<file path="config.mk">
export PLATFORM = sky130hd
export DESIGN_NAME = mem_access_ctrl
export DESIGN_NICKNAME = d
export VERILOG_FILES = /design/src/rtl/mem_access_ctrl_pkg.sv /design/src/rtl/mem_access_ctrl_wdata_align.sv /design/src/rtl/mem_access_ctrl.sv
export SDC_FILE = /design/constraint.sdc
export NUM_CORES = 1
export LEC_CHECK = 0
export BUFFER_PORTS_ARGS = -buffer_cell sky130_fd_sc_hd__buf_2
export CORE_ASPECT_RATIO = 0.6
export CORE_UTILIZATION = 47
export CTS_CLUSTER_DIAMETER = 40
export DETAILED_ROUTE_END_ITERATION = 6
export PLACE_DENSITY = 0.88
export SYNTH_ARGS = -nofsm -noshare
export SYNTH_HDL_FRONTEND = slang
export SYNTH_SLANG_ARGS = --single-unit
</file>
<file path="constraint.sdc">
create_clock -name clk -period 2.2 [get_ports clk]
set_input_delay 0.22 -clock clk [delete_from_list [all_inputs] [get_ports clk]]
set_output_delay 0.22 -clock clk [all_outputs]
set_load 0.05 [all_outputs]
</file>
<file path="src/rtl/mem_access_ctrl_pkg.sv">
// Shared codes for the MEM-stage data-bus controller.
// Size codes follow the load/store size field.
package mem_access_ctrl_pkg;

   localparam logic [1:0] SIZE_B = 2'd0;
   localparam logic [1:0] SIZE_H = 2'd1;
   localparam logic [1:0] SIZE_W = 2'd2;

   typedef enum logic [1:0] {
      S_IDLE = 2'd0,
      S_REQ  = 2'd1,
      S_WAIT = 2'd2,
      S_HOLD = 2'd3
   } state_t;

endpackage

</file>
<file path="src/rtl/mem_access_ctrl_wdata_align.sv">
// Store byte-lane alignment: strobes and replicated
// write data from size and the low address bits.
module mem_wdata_align
   import mem_access_ctrl_pkg::*;
(
   input  logic [1:0]  size,
   input  logic [1:0]  addr_lo,
   input  logic        wr,
   input  logic [31:0] wdata,
   output logic [3:0]  wstrb,
   output logic [31:0] rep_wdata
);

   logic [3:0] strb;

   always_comb begin
      strb      = 4'b1111;
      rep_wdata = wdata;
      case (size)
         SIZE_B: begin
            strb      = 4'b0001 << addr_lo;
            rep_wdata = {4{wdata[7:0]}};
         end
         SIZE_H: begin
            strb      = addr_lo[1] ? 4'b1100 : 4'b0011;
            rep_wdata = {2{wdata[15:0]}};
         end
         default: begin
            strb      = 4'b1111;
            rep_wdata = wdata;
         end
      endcase
   end

   assign wstrb = wr ? strb : 4'b0000;

endmodule

</file>
<file path="src/rtl/mem_access_ctrl.sv">
// MEM-stage data-bus access sequencer with stall,
// load-data hold and flush drain.
module mem_access_ctrl
   import mem_access_ctrl_pkg::*;
#(
   parameter int ADDR_W = 32,
   parameter int DATA_W = 32
) (
   input  logic              clk,
   input  logic              resetn,
   input  logic              mem_valid,
   input  logic              mem_wr,
   input  logic [1:0]        mem_size,
   input  logic [ADDR_W-1:0] mem_addr,
   input  logic [DATA_W-1:0] mem_wdata,
   input  logic              addr_err,
   input  logic              flush,
   input  logic              stall_other,
   output logic              mem_stall,
   output logic [DATA_W-1:0] rdata,
   output logic              rdata_valid,
   output logic              data_req,
   output logic              data_wr,
   output logic [1:0]        data_size,
   output logic [ADDR_W-1:0] data_addr,
   output logic [3:0]        data_wstrb,
   output logic [DATA_W-1:0] data_wdata,
   input  logic              data_addr_ok,
   input  logic              data_data_ok,
   input  logic [DATA_W-1:0] data_rdata
);

   state_t            state;
   logic              cancel;
   logic              start;
   logic              done;
   logic              kill;
   logic [3:0]        al_wstrb;
   logic [DATA_W-1:0] al_wdata;

   assign start = mem_valid & ~addr_err & ~flush;
   assign done  = (state == S_REQ && data_addr_ok && data_data_ok)
               || (state == S_WAIT && data_data_ok);
   assign kill  = cancel | flush;

   assign mem_stall = (state == S_REQ) || (state == S_WAIT)
                   || (state == S_IDLE && start);

   mem_wdata_align u_align (
      .size      (mem_size),
      .addr_lo   (mem_addr[1:0]),
      .wr        (mem_wr),
      .wdata     (mem_wdata),
      .wstrb     (al_wstrb),
      .rep_wdata (al_wdata)
   );

   always_ff @(posedge clk or negedge resetn) begin
      if (!resetn) begin
         state       <= S_IDLE;
         cancel      <= 1'b0;
         rdata       <= '0;
         rdata_valid <= 1'b0;
         data_req    <= 1'b0;
         data_wr     <= 1'b0;
         data_size   <= '0;
         data_addr   <= '0;
         data_wstrb  <= '0;
         data_wdata  <= '0;
      end else begin
         rdata_valid <= 1'b0;
         unique case (state)
            S_IDLE: begin
               if (start) begin
                  data_req   <= 1'b1;
                  data_wr    <= mem_wr;
                  data_size  <= mem_size;
                  data_addr  <= mem_addr;
                  data_wstrb <= al_wstrb;
                  data_wdata <= al_wdata;
                  state      <= S_REQ;
               end
            end
            S_REQ, S_WAIT: begin
               if (flush) cancel <= 1'b1;
               if (state == S_REQ && data_addr_ok)
                  data_req <= 1'b0;
               // a cancelled access still drains to data_ok
               if (done) begin
                  cancel <= 1'b0;
                  if (!kill) begin
                     if (!data_wr) rdata <= data_rdata;
                     rdata_valid <= 1'b1;
                     state <= stall_other ? S_HOLD : S_IDLE;
                  end else begin
                     state <= S_IDLE;
                  end
               end else if (state == S_REQ && data_addr_ok) begin
                  state <= S_WAIT;
               end
            end
            S_HOLD: begin
               if (flush || !stall_other) state <= S_IDLE;
            end
            default: state <= S_IDLE;
         endcase
      end
   end

endmodule

</file>
==> results of run 1 <==
-- critical path, stage by stage, from the launching register on --
cell     delay (ns)
dfrtp_1        0.42
inv_1          0.13
ha_1           0.20
a21o_1         0.17
and4_4         0.24
nor2b_4        0.16
buf_12         0.24
mux2_2         0.36
-- stage by stage --
stage	std cells	power [mW]	hold WS [ns]	utilization	area (sq um)
after floorplan	430	7.870	-0.07559	-	4657
after global placement	757	9.210	0.1498	0.6222	5843
after detailed placement	757	9.400	0.1577	0.6222	5843
after CTS	774	11.05	0.05686	0.6551	6152
after global routing	774	11.52	0.05785	0.6551	6152
final	774	10.98	0.07071	0.6551	6152
-- area by class of cell --
type                            count  area, sq um
Timing Repair Buffer              222         1179
Sequential cell                   108         2703
Inverter                            5        18.77
Clock inverter                      6        70.07
Fill cell                         753         3239
Multi-Input combinational cell    293         1790
Tap cell                          130        162.7
Clock buffer                       10        229.0
-- sequential cells by signal (all words and copies together), names as in the netlist --
| register | count |
|---|---|
| rdata_valid | 1 |
| data_wr | 1 |
| data_wdata | 32 |
| data_addr | 32 |
| data_wstrb | 4 |
| cancel | 1 |
| state | 2 |
| data_size | 2 |
| rdata | 32 |
| data_req | 1 |
-- final timing paths --
check / startpoint / end / slack (ns) / cells past startpoint
max in group asynchronous: resetn / rdata[18]$_DFFE_PN0P_ / 1.24 / 3
min: mem_addr[26] / data_addr[26]$_DFFE_PN0P_ / 0.07 / 3
max reg2reg: state[1]$_DFFE_PN0P_ / rdata[24]$_DFFE_PN0P_ / 0.11 / 7
max: state[1]$_DFFE_PN0P_ / rdata[24]$_DFFE_PN0P_ / 0.11 / 7
min in group asynchronous: resetn / data_addr[25]$_DFFE_PN0P_ / 0.34 / 2
min reg2reg: data_addr[6]$_DFFE_PN0P_ / data_addr[6]$_DFFE_PN0P_ / 0.47 / 2
-- metal layers --
layer  wire length, um  vias up  part of all wire
li1                  -     1817                 -
met1              5128     1812              0.44
met2              5709      157              0.48
met3               826       14             0.070
met4               116        0            0.0098
met5                 0        -                 0
-- Yosys cell counts (3+ instances only) --
cell type | instances | area, sq um
nand2_1 | 157 | 589.3
nor2_1 | 16 | 60.06
clkbuf_1 | 14 | 52.55
buf_12 | 3 | 60.06
dfrtp_1 | 108 | 2703
a21oi_1 | 13 | 65.06
ha_1 | 5 | 62.56
mux2_2 | 3 | 33.78
o21ai_0 | 30 | 150.1
inv_1 | 5 | 18.77
buf_2 | 5 | 25.02
mux2i_1 | 25 | 250.2
mux2_4 | 30 | 450.4
-- cells by family after synthesis --
logic type / count (synthesis) / synth area share
AND/OR/NAND/NOR: 180 / 0.1529
adder cells (fa/ha/maj): 5 / 0.01343
flip-flops: 108 / 0.5803
AO/OA/AOI/OAI: 50 / 0.05884
buffers and inverters: 29 / 0.03681
multiplexers: 58 / 0.1577
-- power breakdown --
group | internal, mW | switching [mW] | total [mW]
Combinational | 1.44 | 4.48 | 5.91
Sequential | 2.91 | 0.521 | 3.43
Clock | 0.897 | 0.734 | 1.63
Total | 5.25 | 5.73 | 11.0
==> out/qor.txt, run 1 <==
status -> completed
clock period minus worst slack -> 2.089 ns
Crit path arrival time -> 2.31 ns
layout cells sized above 1 -> 0.4255
CTS tree -> done
Yosys reg bits -> 108
postcts setup bufs -> 0
H-tree Lvls -> 3
critical path type -> flop to flop
First DRT Iteration DRCs -> 151
number of synthesized flops with an enable pin -> 0
Final setup viols -> 0
Worst-Skew Late Latency -> 0.34 ns
CTS root buf -> clkbuf_16
relative slew slack -> 0.6258
HPWL after DPL -> 8.893 mm
Mapped Nets -> 542
Top-Level Pins -> 213
synthesis-to-finish area growth -> 32.11%
Pre-antenna DRT Iters -> 4
Max VDD drop -> 0.001184 V
met3 Usage GRT -> 0.06739
Seq/Total Area, Yosys -> 0.5803
Syn Inst Count -> 430
Setup crit end kind -> flop
met2 Resource Use GR -> 0.3931
initial antenna violation count -> 1
global-route wire length before repair -> 18.15 mm
fmax -> 478.7 MHz
Final nets -> 751
met1 Use GR -> 0.2944
GPL Wtd Cong -> 0.8020
Netlist cell types -> 28
Final ANT Viol Nets -> 0
GR Overflow Total -> 0
worst clock skew -> 0.008053 ns
RSZ-0062 raised after global routing -> no
# hold bufs at CTS -> 1
CORE AREA -> 0.009392 sq mm
WL final -> 11.78 mm
commonest cells after routing, fill and taps aside -> 211 x buf_2, 156 x nand2_1, 108 x dfrtp_1
via count -> 3800
most common cell after layout, fill and taps aside -> buf_2
Cell Area, Synth -> 0.004657 sq mm
Final Hold Fails -> 0
gr busiest metal -> met2
synthesized area per cell -> 10.83 sq um
cells resized by post-CTS repair -> 0
max-cap viol count -> 0
Final WS setup -> 0.1109 ns
ys flop type -> dfrtp_1
yosys synthesis warning count -> 0
Die Ht -> 79.11 um
vias in the first global route -> 3663
final worst-path cycle share -> 0.9496
Startpoint Class -> flop
WL/cell -> 15.22 um
Slew Limit Fails -> 0
largest net degree at the start of global routing -> 62
CTS buffer count -> 9
DIE AREA -> 0.01032 sq mm
FFs w/ async S/R, synth -> 1.000
Critical Path RT -> 2.42 ns
P_leak -> 3.472 nW
# diodes -> 0
PwrDens -> 1784 mW/mm^2
Setup TNS Final -> 0 ns
Clk pin slew, worst setup/hold paths -> 0.07 ns
Clock Tree Buf Depth -> 2
Site Rows -> 27
pre-CTS WS -> 0.1527 ns
Residual DRC -> 0
I/O Buffers -> 212
die width -> 130.5 um
CP Max Fanout -> 32
type of the most critical hold path -> primary input to flop
clock sink count -> 108
routed vias/inst -> 4.910
measured slew at the worst slew-check pin -> 0.5607 ns
GRT Overall Usage -> 0.2326
Initial Util -> 0.4959
Note: power is estimated with default switching activity, not from simulation.
==> run 2, diff against run 1 <==
CORE_UTILIZATION = 35   (was 47)
PLACE_DENSITY = 0.71   (was 0.88)
==> run 2 against run 1 <==
- combinational power about the same
- clock power shrank 4%
- fmax is 1.3% higher
- largest cell class unchanged
- largest power group unchanged
==> out/qor.txt, run 2 (synthesis results as in run 1) <==
WL/cell -> 14.83 um
worst clock skew -> 0.004529 ns
Final setup viols -> 0
global-route wire length before repair -> 18.63 mm
CTS buffer count -> 9
fmax -> 484.8 MHz
RSZ-0062 raised after global routing -> no
status -> completed
Worst-Skew Late Latency -> 0.33 ns
final worst-path cycle share -> 0.9376
slowest stage delay, CP -> 0.41 ns
Max Used Layer -> met4
Clk pin slew, worst setup/hold paths -> 0.07 ns
CP Launch Point -> state[1]$_DFFE_PN0P_
Design Power -> 10.92 mW
clock period minus worst slack -> 2.063 ns
Top-Level Pins -> 213
Site Rows -> 32
initial antenna violation count -> 0
Slew Limit Fails -> 0
max-cap viol count -> 0
Setup crit end kind -> flop
Setup TNS Final -> 0 ns
# diodes -> 0
M1 WL -> 5.577 mm
fill cell count -> 1195
worst hold slack -> 0.07327 ns
DR WL met3 -> 900 um
Crit path arrival time -> 2.29 ns
synthesis-to-finish area growth -> 34.42%
Startpoint Class -> flop
Max VDD drop -> 0.0008181 V
WL final -> 12.08 mm
WP buf/inv -> 3
GRT Overall Usage -> 0.1753
layout cells sized above 1 -> 0.4270
Final nets -> 753
Final Hold Fails -> 0
type of the most critical hold path -> primary input to flop
critical-path cell list -> inv_1 > ha_1 > a21o_1 > and4_4 > nor2b_4 > buf_12 > clkbuf_16 > mux2_4
GR Overflow Total -> 0
clock sink count -> 108
Initial Util -> 0.3612
measured slew at the worst slew-check pin -> 0.6335 ns
HP Start -> mem_addr[18]
metal2 WL -> 5.551 mm
largest net degree at the start of global routing -> 69
CTS tree -> done
most common cell after layout, fill and taps aside -> buf_2
Pre-antenna DRT Iters -> 4
Crit-path slowest cell -> dfrtp_1
HPWL after DPL -> 9.161 mm
critical path type -> flop to flop
Register Area -> 0.002703 sq mm
P_leak -> 3.487 nW
CP Max Fanout -> 13
H-tree Lvls -> 3
PwrDens -> 1745 mW/mm^2
First DRT Iteration DRCs -> 172
GPL Wtd Cong -> 0.7938
DIE AREA -> 0.01379 sq mm
routed vias/inst -> 4.641
via count -> 3778
Worst path top cell family by delay -> buffers and inverters
commonest cells after routing, fill and taps aside -> 211 x buf_2, 156 x nand2_1, 108 x dfrtp_1
I/O Buffers -> 212
CTS root buf -> clkbuf_16
vias in the first global route -> 3730
die width -> 150.9 um
footprint of the multi-input gates -> 0.001792 sq mm
CORE AREA -> 0.01289 sq mm
Clock Tree Buf Depth -> 2
FF-to-FF Start -> state[1]$_DFFE_PN0P_
Die Ht -> 91.35 um
Largest regs -> data_addr x32, data_wdata x32, rdata x32
Critical Path RT -> 2.42 ns
relative slew slack -> 0.5777
Residual DRC -> 0
Final ANT Viol Nets -> 0
run 2: timing repair:
action / 4_1_cts / 5_1_grt
hold buffers: 1 / 0
endpoints found under the hold margin: 40 / 0
resized for setup: 0 / 0
buffers inserted: 0 / 1
endpoints found under the setup margin: 0 / 1
run 2: final cells by class:
class,count,share of cell area
clock buffers,10,0.03658
multi-input cells,293,0.2862
flip-flops and latches,108,0.4317
repair buffers,224,0.2003
well taps,170,0.03398
inverters,5,0.002998
clock inverters,4,0.008195
run 2: worst paths after layout:
check                           slack, ns  depth (start not counted)                         to
worst min register to register       0.47                          2  data_addr[10]$_DFFE_PN0P_
min in group asynchronous            0.41                          2  data_addr[13]$_DFFE_PN0P_
max in group asynchronous            1.09                          3  data_addr[28]$_DFFE_PN0P_
worst max-delay path                 0.14                          8      rdata[18]$_DFFE_PN0P_
worst max register to register       0.14                          8      rdata[18]$_DFFE_PN0P_
worst min-delay path                 0.07                          3  data_addr[18]$_DFFE_PN0P_
run 2: stage by stage:
step	util	cell area (sq um)	cells	worst slack, ns
2_1_floorplan	-	4657	430	0.3648
3_3_place_gp	0.4576	5899	796	0.2290
3_5_place_dp	0.4576	5899	796	0.1213
4_1_cts	0.4801	6190	811	0.1038
5_1_grt	0.4855	6260	814	0.04210
6_report	0.4855	6260	814	0.1372
run 2: power breakdown:
part	internal [mW]	total, mW	leakage [nW]	switching, mW
Combinational	1.45	5.92	1.98	4.47
Clock	0.873	1.56	0.135	0.687
Sequential	2.91	3.45	1.37	0.532
Total	5.24	10.9	3.49	5.69
run 2: layer usage:
| layer | GRT usage | vias to the layer above |
|---|---|---|
| li1 | - | 1819 |
| met1 | 0.2377 | 1813 |
| met2 | 0.2703 | 142 |
| met3 | 0.05327 | 4 |
| met4 | 0.04750 | 0 |
| met5 | 0 | - |
run 2: tightest hold or removal path, delay by kind of cell:
kind | cells | cell delay, ns
and+or+nand+nor | 2 | 0.08
buffers and inverters | 1 | 0.08
==> run 3, diff against run 2 <==
CORE_UTILIZATION = 40   (was 35)
PLACE_DENSITY = 0.78   (was 0.71)
==> run 3 against run 2 <==
- wire length is 0.90% lower
- sequential power hardly changed
- flip-flop and latch count stayed put
- power is 0.60% lower
- utilization is 5.8 points higher
- die area is 12% lower
- via count is 0.40% higher
==> out/qor.txt, run 3 (synthesis results as in run 1) <==
postcts setup bufs -> 0
worst hold slack -> 0.07136 ns
Design Power -> 10.86 mW
utilization after layout -> 0.5437
# diodes -> 0
P_leak -> 3.452 nW
CTS buffer count -> 9
dpl cell area -> 0.005873 sq mm
global-route wire length before repair -> 18.88 mm
RSZ-0062 raised after global routing -> no
worst reg2reg path depth -> 7
Site Rows -> 30
First DRT Iteration DRCs -> 152
Non-Filler Instances -> 803
Crit path arrival time -> 2.29 ns
final worst-path cycle share -> 0.9409
commonest cells after routing, fill and taps aside -> 211 x buf_2, 156 x nand2_1, 108 x dfrtp_1
CORE AREA -> 0.01134 sq mm
type of the most critical hold path -> primary input to flop
Final setup viols -> 0
Clk pin slew, worst setup/hold paths -> 0.07 ns
vias in the first global route -> 3838
CTS root buf -> clkbuf_16
Worst-Skew Late Latency -> 0.34 ns
Setup TNS Final -> 0 ns
Setup crit end kind -> flop
Final nets -> 750
Die Ht -> 85.58 um
WL final -> 11.97 mm
GR Overflow Total -> 0
Final WS setup -> 0.1300 ns
Top-Level Pins -> 213
PwrDens -> 1762 mW/mm^2
worst clock skew -> 0.007915 ns
max-cap viol count -> 0
most common cell after layout, fill and taps aside -> buf_2
hold depth -> 3
FF-to-FF Start -> state[1]$_DFFE_PN0P_
DIE AREA -> 0.01209 sq mm
design area -> 0.006163 sq mm
routed vias/inst -> 4.724
H-tree Lvls -> 3
Critical Path RT -> 2.42 ns
clock sink count -> 108
CTS tree -> done
fill cell count -> 1014
Pre-antenna DRT Iters -> 5
clock period minus worst slack -> 2.070 ns
Max VDD drop -> 0.001062 V
die width -> 141.3 um
relative slew slack -> 0.6195
synthesis-to-finish area growth -> 32.35%
HPWL after DPL -> 9.046 mm
RR Endpoint -> rdata[25]$_DFFE_PN0P_
footprint of the multi-input gates -> 0.001790 sq mm
WL/cell -> 14.90 um
status -> completed
measured slew at the worst slew-check pin -> 0.5702 ns
CP Max Fanout -> 32
via count -> 3793
DP Cell Count -> 786
GPL Wtd Cong -> 0.7943
Hold EP -> data_addr[26]$_DFFE_PN0P_
fmax -> 483.1 MHz
Initial Util -> 0.4108
Slew Limit Fails -> 0
r2r setup slk -> 0.13 ns
GRT Overall Usage -> 0.1994
Register Area -> 0.002703 sq mm
Startpoint Class -> flop
layout cells sized above 1 -> 0.4230
pre-CTS WS -> 0.1464 ns
Largest regs -> data_addr x32, data_wdata x32, rdata x32
largest net degree at the start of global routing -> 69
HP Start -> mem_addr[26]
critical path type -> flop to flop
Final ANT Viol Nets -> 0
Final Hold Fails -> 0
initial antenna violation count -> 0
Residual DRC -> 0
I/O Buffers -> 212
Clock Tree Buf Depth -> 2
## run 3: cell count changes in the layout (fill, tap and decap cells not counted), sizes merged
| cell | before | now |
|---|---|---|
| clkinv | 1 | 2 |
| buf | 221 | 220 |
| bufinv | 1 | 0 |
## run 3: per-layer routing
metal,GRT usage,share of wire,up-vias
li1,-,-,1821
met3,0.06421,0.088,6
met4,0.04150,0.0053,0
met5,0,0,-
met2,0.3339,0.47,170
met1,0.2543,0.44,1796
## run 3: worst max-delay path, cell delays in order, from the launching register on
cell	delay (ns)
dfrtp_1	0.41
inv_1	0.13
ha_1	0.21
a21o_1	0.18
and4_4	0.24
nor2b_4	0.16
buf_12	0.25
mux2_2	0.36
## run 3: how the worst max path moves through the flow
| stage | from | to | slack, ns | depth (start not counted) |
|---|---|---|---|---|
| after CTS | state[1]$_DFFE_PN0P_ | rdata[25]$_DFFE_PN0P_ | 0.13 | 7 |
| after floorplan | state[1]$_DFFE_PN0P_ | rdata[0]$_DFFE_PN0P_ | 0.36 | 8 |
| after global placement | state[1]$_DFFE_PN0P_ | rdata[25]$_DFFE_PN0P_ | 0.26 | 7 |
| after detailed placement | state[1]$_DFFE_PN0P_ | rdata[25]$_DFFE_PN0P_ | 0.15 | 7 |
| after global routing | state[0]$_DFFE_PN0P_ | rdata[24]$_DFFE_PN0P_ | 0.02 | 6 |
| final | state[1]$_DFFE_PN0P_ | rdata[25]$_DFFE_PN0P_ | 0.13 | 7 |
## run 3: what timing repair did
action                                 CTS  global route
setup endpoints to repair                0             0
endpoints found under the hold margin   29             0
resized for setup                        0             0
hold buffers                             1             0
## run 3: layout make-up
class,instances,area share
timing repair buffer,221,0.1900
tap,160,0.03248
inverter,5,0.003045
sequential,108,0.4385
clock buffer,12,0.03999
clock inverter,4,0.005481
multi-input combinational,293,0.2905
## run 3: power breakdown
| group | total, mW | switching, mW | internal [mW] | leakage, nW |
|---|---|---|---|---|
| registers | 3.43 | 0.521 | 2.91 | 1.37 |
| clock network | 1.52 | 0.707 | 0.809 | 0.133 |
| logic | 5.91 | 4.47 | 1.44 | 1.94 |
| total | 10.9 | 5.70 | 5.16 | 3.45 |
